File: src/rtl/mem_req_ctrl.sv
// Initiator-side data-memory controller: sequences single word/byte loads and
// stores onto a word-wide, big-endian, registered-read RAM port.
module mem_req_ctrl #(
  parameter int ADDR_WIDTH = 8
) (
  input  logic        clk,
  input  logic        rst_n,
  input  logic        req_valid,
  output logic        req_ready,
  input  logic        req_we,
  input  logic        req_byte,
  input  logic [31:0] req_addr,
  input  logic [31:0] req_wdata,
  output logic        rsp_valid,
  output logic [31:0] rsp_rdata,
  output logic        rsp_err,
  output logic [31:0] ram_d,
  output logic [31:0] ram_ad,
  output logic        ram_we,
  output logic        ram_en,
  input  logic [31:0] ram_q
);

  typedef enum logic [2:0] {IDLE, READ, WAIT, WRITE, RESP} state_t;

  // Highest legal start address: every access touches four bytes.
  localparam logic [31:0] LAST_WORD = 32'((64'd1 << ADDR_WIDTH) - 64'd4);

  state_t      state;
  logic [31:0] addr_r;
  logic [31:0] wdata_r;
  logic        we_r;
  logic        byte_r;
  logic [23:0] rmw_buf;
  logic        range_err;
  logic        ram_active;

  assign range_err  = (req_addr > LAST_WORD);
  assign ram_active = (state == READ) || (state == WAIT) || (state == WRITE);
  assign req_ready  = (state == IDLE);

  // RAM port is decoded from state and captured registers only, so a reset
  // that lands in WRITE removes the write enable before the next edge.
  assign ram_en = ram_active;
  assign ram_we = (state == WRITE);
  assign ram_ad = ram_active ? addr_r : '0;
  assign ram_d  = (state != WRITE) ? '0 :
                  (byte_r ? {wdata_r[7:0], rmw_buf} : wdata_r);

  always_ff @(posedge clk or negedge rst_n) begin
    if (!rst_n) begin
      state     <= IDLE;
      addr_r    <= '0;
      wdata_r   <= '0;
      we_r      <= 1'b0;
      byte_r    <= 1'b0;
      rmw_buf   <= '0;
      rsp_valid <= 1'b0;
      rsp_rdata <= '0;
      rsp_err   <= 1'b0;
    end else begin
      case (state)
        IDLE: begin
          if (req_valid) begin
            addr_r  <= req_addr;
            wdata_r <= req_wdata;
            we_r    <= req_we;
            byte_r  <= req_byte;
            if (range_err) begin
              state     <= RESP;
              rsp_valid <= 1'b1;
              rsp_err   <= 1'b1;
              rsp_rdata <= '0;
            end else if (req_we && !req_byte) begin
              state <= WRITE;
            end else begin
              state <= READ;
            end
          end
        end
        READ: state <= WAIT;
        WAIT: begin
          // Only byte stores reach WAIT with we set; they merge the old word.
          if (we_r) begin
            rmw_buf <= ram_q[23:0];
            state   <= WRITE;
          end else begin
            rsp_rdata <= byte_r ? {24'b0, ram_q[31:24]} : ram_q;
            rsp_valid <= 1'b1;
            state     <= RESP;
          end
        end
        WRITE: begin
          rsp_valid <= 1'b1;
          rsp_rdata <= '0;
          state     <= RESP;
        end
        RESP: begin
          rsp_valid <= 1'b0;
          rsp_err   <= 1'b0;
          rsp_rdata <= '0;
          state     <= IDLE;
        end
        default: state <= IDLE;
      endcase
    end
  end

endmodule

File: config.mk
export PLATFORM = sky130hd
export DESIGN_NAME = mem_req_ctrl
export DESIGN_NICKNAME = d
export VERILOG_FILES = /design/src/rtl/mem_req_ctrl.sv
export SDC_FILE = /design/constraint.sdc
export NUM_CORES = 1
export LEC_CHECK = 0
export CELL_PAD_IN_SITES_DETAIL_PLACEMENT = 1
export CELL_PAD_IN_SITES_GLOBAL_PLACEMENT = 1
export CORE_MARGIN = 2
export CORE_UTILIZATION = 35
export CTS_CLUSTER_SIZE = 8
export DETAILED_ROUTE_END_ITERATION = 10
export PLACE_DENSITY = 0.83
export REMOVE_ABC_BUFFERS = 1
export SLEW_MARGIN = 40
export SYNTH_ARGS = -nofsm -noshare
export SYNTH_HDL_FRONTEND = slang
export SYNTH_SLANG_ARGS = --single-unit
File: constraint.sdc
create_clock -name clk -period 3.35 [get_ports clk]
set_input_delay 0.67 -clock clk [delete_from_list [all_inputs] [get_ports clk]]
set_output_delay 0.67 -clock clk [all_outputs]
set_load 0.005 [all_outputs]
; ---- Word level (Yosys, flattened, before mapping)
; Index checks and enable logic that the tools add are counted.
[totals]
register_bits = 127
out_inout_bits = 101
[classes]
order_cmp = 1
eq_ne = 8
muxes = 18
n_reduce_logical = 14
[op_table]
columns = op, n
row1 = 32-bit 2-to-1 mux, 7
row2 = 32-bit one-hot mux with 3 select lines, 1
row3 = 32-bit by 8-bit > comparator with 1-bit output (second input constant), 1
row4 = 3-bit one-hot mux with 4 select lines, 1
row5 = 3-bit 2-to-1 mux, 3
row6 = 4-bit AND reduction, 2
row7 = 3-bit by 2-bit equality test with 1-bit output (second input constant), 2
row8 = 2-bit inequality test (second input constant), 2
row9 = 1-bit one-hot mux with 4 select lines, 1
row10 = 2-bit AND reduction, 2
row11 = 4-bit nonzero test, 1
row12 = 3-bit by 1-bit equality test with 1-bit output (second input constant), 1
row13 = 3-bit equality test (second input constant), 1
row14 = 3-bit logical NOT, 1
row15 = 1-bit 2-to-1 mux, 3
row16 = 3-bit by 2-bit inequality test with 1-bit output (second input constant), 1
row17 = 3-bit AND reduction, 1
row18 = 3-bit nonzero test, 1
row19 = 1-bit logical OR, 2
row20 = 2-bit 2-to-1 mux, 1
row21 = 2-bit by 1-bit inequality test with 1-bit output (second input constant), 1
row22 = 1-bit one-hot mux with 2 select lines, 1
row23 = 2-bit nonzero test, 1
row24 = 2-bit OR reduction, 1
row25 = other kinds (2), 2

; ---- Depth between registers and ports, before layout
[depth]
word_depth = 6
ltp_mapped = 7
depth_no_buf = 4

; ---- Least setup slack after synthesis
; Ideal clock, no wire load.
[synth_timing]
kind = reg2out
start = reg byte_r
end = out ram_d[10]
t_arrival_ns = 1.252
t_required_ns = 2.680
setup_slack_ns = 1.428
path_stages_with_launch = 5
n_path_buf = 2
path_cell_list = dfrtp_1 clkbuf_1 clkbuf_1 mux2i_1 nor2_1
[synth_between]
elab_chain_len = 2
[synth_rtl]
columns = element, line_no
row1 = from (decl), 33  ; logic byte_r;
row2 = from (signal assigned), 68  ; byte_r <= req_byte;
row3 = 32-bit 2-to-1 mux, 48  ; (byte_r ? {wdata_r[7:0], rmw_buf} : wdata_r);
row4 = 32-bit 2-to-1 mux, 47  ; assign ram_d = (state != WRITE) ? '0 :
row5 = to (decl), 17  ; output logic [31:0] ram_d,
; Every way passes these cells.

; ---- Worst setup path after layout
[layout_timing]
start = reg byte_r
end = out ram_d[29]
; The elaborated chain is that of the path after synthesis.

==> results.cfg <==
[outcome]
status = complete, no violations

[clocking]
worst_skew_pair.late_latency_ns = 0.42
cts.clk_slew.worst_paths_ns = 0.06
post_cts_resized = 0
cts_max_level = 4
cts_hold_buf = 0
cts_buffers = 17
root_buffer = clkbuf_16
cts_tree = done
clk_path_buf_depth = 2
cts.sinks = 127
postCtsSetupRepairBufs = 0

[critical_path]
r2r_cells = 4
crit_fanout = 20
criticalPathCategory = register to output pin
cp-end-kind = output pin
crit_arrival_ns = 2.23
worst_setup_path_start_kind = register
required_ns = 2.68

[logic_synthesis]
muxShareOfSynthArea_pct = 25.0
yosys.area_share.simple_pct = 8.77
synthesis.area_sq_um = 5600
synth-seq-cells = 127
syn_inst = 424
yosysSeqAreaShare_pct = 56.7
synth_top_family_by_area = multiplexers
synth_xor_area_share_pct = 0
ys_warn_count = 0
synth.distinct_cells = 33
synth-compound-area-share_pct = 6.65
avgSynthCellArea_sq_um = 13.2
synthAdderAreaFrac_pct = 0

[layout]
area_delta_synth_final_pct = 52.5
final_common_cell = clkdlybuf4s50_1
layout.nets = 729
diodes = 0
postLayoutCoreUtil_pct = 54.2
drive_gt1_share_pct = 21.8
mostFrequentLayoutCells = clkdlybuf4s50_1 (200), dfrtp_1 (126), mux2_2 (87)
nFillCells = 1595

[sta]
fmax_mhz = 345
finalSetupViolCount = 0
hold_viol_final = 0
hold_ws_ns = 0.288
relSlewSlack_pct = 58.3
clock_skew_ns = 0.0103
worst_pin_slew_ns = 0.626
fin_setup_tns_ns = 0
slew_viol_final = 0
rsz0062_at_grt = false
period_share_pct = 86.4
layout_min_cycle_time_ns = 2.90

[floorplanning]
die_area_sq_um = 17000
core-area_sq_um = 15800
dieHeight_um = 131
ioPinCount = 202
start_util_pct = 35.5
dieWidth_um = 131
fp-row-count = 46

[power_and_ir_drop]
p_switching_mw = 1.52
peakVddDrop_mv = 0.334
intPower_mw = 4.18
switching_share_pct = 26.7
cellLeakagePower_nw = 3.67
pwr-share-comb_pct = 23.4
powerDensity_nw_per_um2 = 667
clkPwrFrac_pct = 36.9
power_frac_seq_pct = 39.7

[global_route]
met3_usage_pct = 6.43
grt.total_usage_pct = 20.4
met1_usage_pct = 24.5
grt_pass1_wl_um = 26100
grt_max_degree = 48
grt_pass1_vias = 4719
top_usage_layer = met2
use_met2_pct = 34.1
antenna_found_initial = 0
grt-ovfl-total = 0

[route]
dr_total_vias = 4230
drcViolationCount = 0
post_drt_wl_per_cell_um = 19.5
drtIter0Drc = 136
wirelength_um = 16700
via_per_inst = 4.94
antenna_left = 0
dr.pass1.iters = 4

[placed_design]
io_buffers = 201
hpwlAfterDp_um = 11600
routabilityCongestion = 0.765

[min_path]
hold_class = input port to asynchronous set/reset pin

[run]
cap_violations = 0
## through the flow
stage	cells	cell area, sq um	worst slack, ns	total power [mW]
CTS	857	8550	0.412	5.77
detailed placement	825	7880	0.676	3.63
finish	857	8550	0.454	5.70
global placement	825	7880	0.699	3.52
global route	857	8550	0.336	5.99
floorplan	396	5460	0.732	3.10
## worst max-delay path: stages, from the launching register on
cell and delay (ns):
dfrtp_2 0.77, buf_12 0.28, mux2i_1 0.10, nor2_1 0.12
clkdlybuf4s50_1 0.53
## routing by layer
layer,vias up,share of wire [%]
met1,2126,42
met3,24,7.5
met2,165,48
met4,0,2.3
li1,1915,-
met5,-,0
## worst paths after layout
path                                               from                 endpoint  slack (ns)
worst max-delay path                 byte_r$_DFFE_PN0P_                ram_d[29]        0.45
worst min-delay path                              rst_n   addr_r[22]$_DFFE_PN0P_        0.29
worst max register to register     state[2]$_DFFE_PN0N_  rmw_buf[21]$_DFFE_PN0P_        1.21
worst min register to register  wdata_r[29]$_DFFE_PN0P_  wdata_r[29]$_DFFE_PN0P_        0.50
max in group asynchronous                         rst_n   rmw_buf[3]$_DFFE_PN0P_        2.17
min in group clk                wdata_r[29]$_DFFE_PN0P_  wdata_r[29]$_DFFE_PN0P_        0.50
## power groups by stage
| stage | combinational (mW) | sequential, mW | clock (mW) |
|---|---|---|---|
| finish | 1.33 | 2.26 | 2.11 |
| global route | 1.46 | 2.33 | 2.21 |
| CTS | 1.36 | 2.27 | 2.14 |
| detailed placement | 1.34 | 2.28 | 0 |
| global placement | 1.28 | 2.24 | 0 |
| floorplan | 0.872 | 2.23 | 0 |
## state kept, by name (all words and copies together) (netlist names)
signal     flops
addr_r        32
byte_r         1
rmw_buf       24
rsp_err        1
rsp_rdata     32
rsp_valid      1
state          3
wdata_r       32
we_r           1
## synthesized netlist by cell type (all sizes together)
cell type	count	area share, %
clkbuf	13	0.87
nand4	2	0.22
o221a	1	0.20
or2	2	0.22
o2bb2ai	8	1.3
o21ai	3	0.27
o211a	1	0.18
nand2	3	0.20
o21bai	1	0.13
mux2i	40	7.1
and3	1	0.11
nand4b	1	0.16
o32ai	1	0.29
and2	32	3.6
nor2b	1	0.11
o211ai	2	0.27
or3	2	0.31
a31o	1	0.16
nor4	6	0.67
a22o	25	3.9
buf	15	1.7
nor3	3	0.47
mux2	89	18
dfrtp	127	57
inv	4	0.27
nor2	38	2.5
nand3	2	0.18
## cell type report
cell class	count	area (sq um)	area share, %
clock buffers	21	460	5.39
repair buffers	213	2120	24.9
clock inverters	11	210	2.46
well taps	216	270	3.16
inverters	4	15.0	0.176
flip-flops and latches	127	3180	37.2
multi-input cells	265	2290	26.7
## kinds of logic (layout without fill, tap and decap cells)
group | after synthesis | after routing
simple gates | 93 | 93
compound gates | 43 | 43
buf+inv | 32 | 249
flops | 127 | 127
mux | 129 | 129
(Power assumes the default switching activity.)
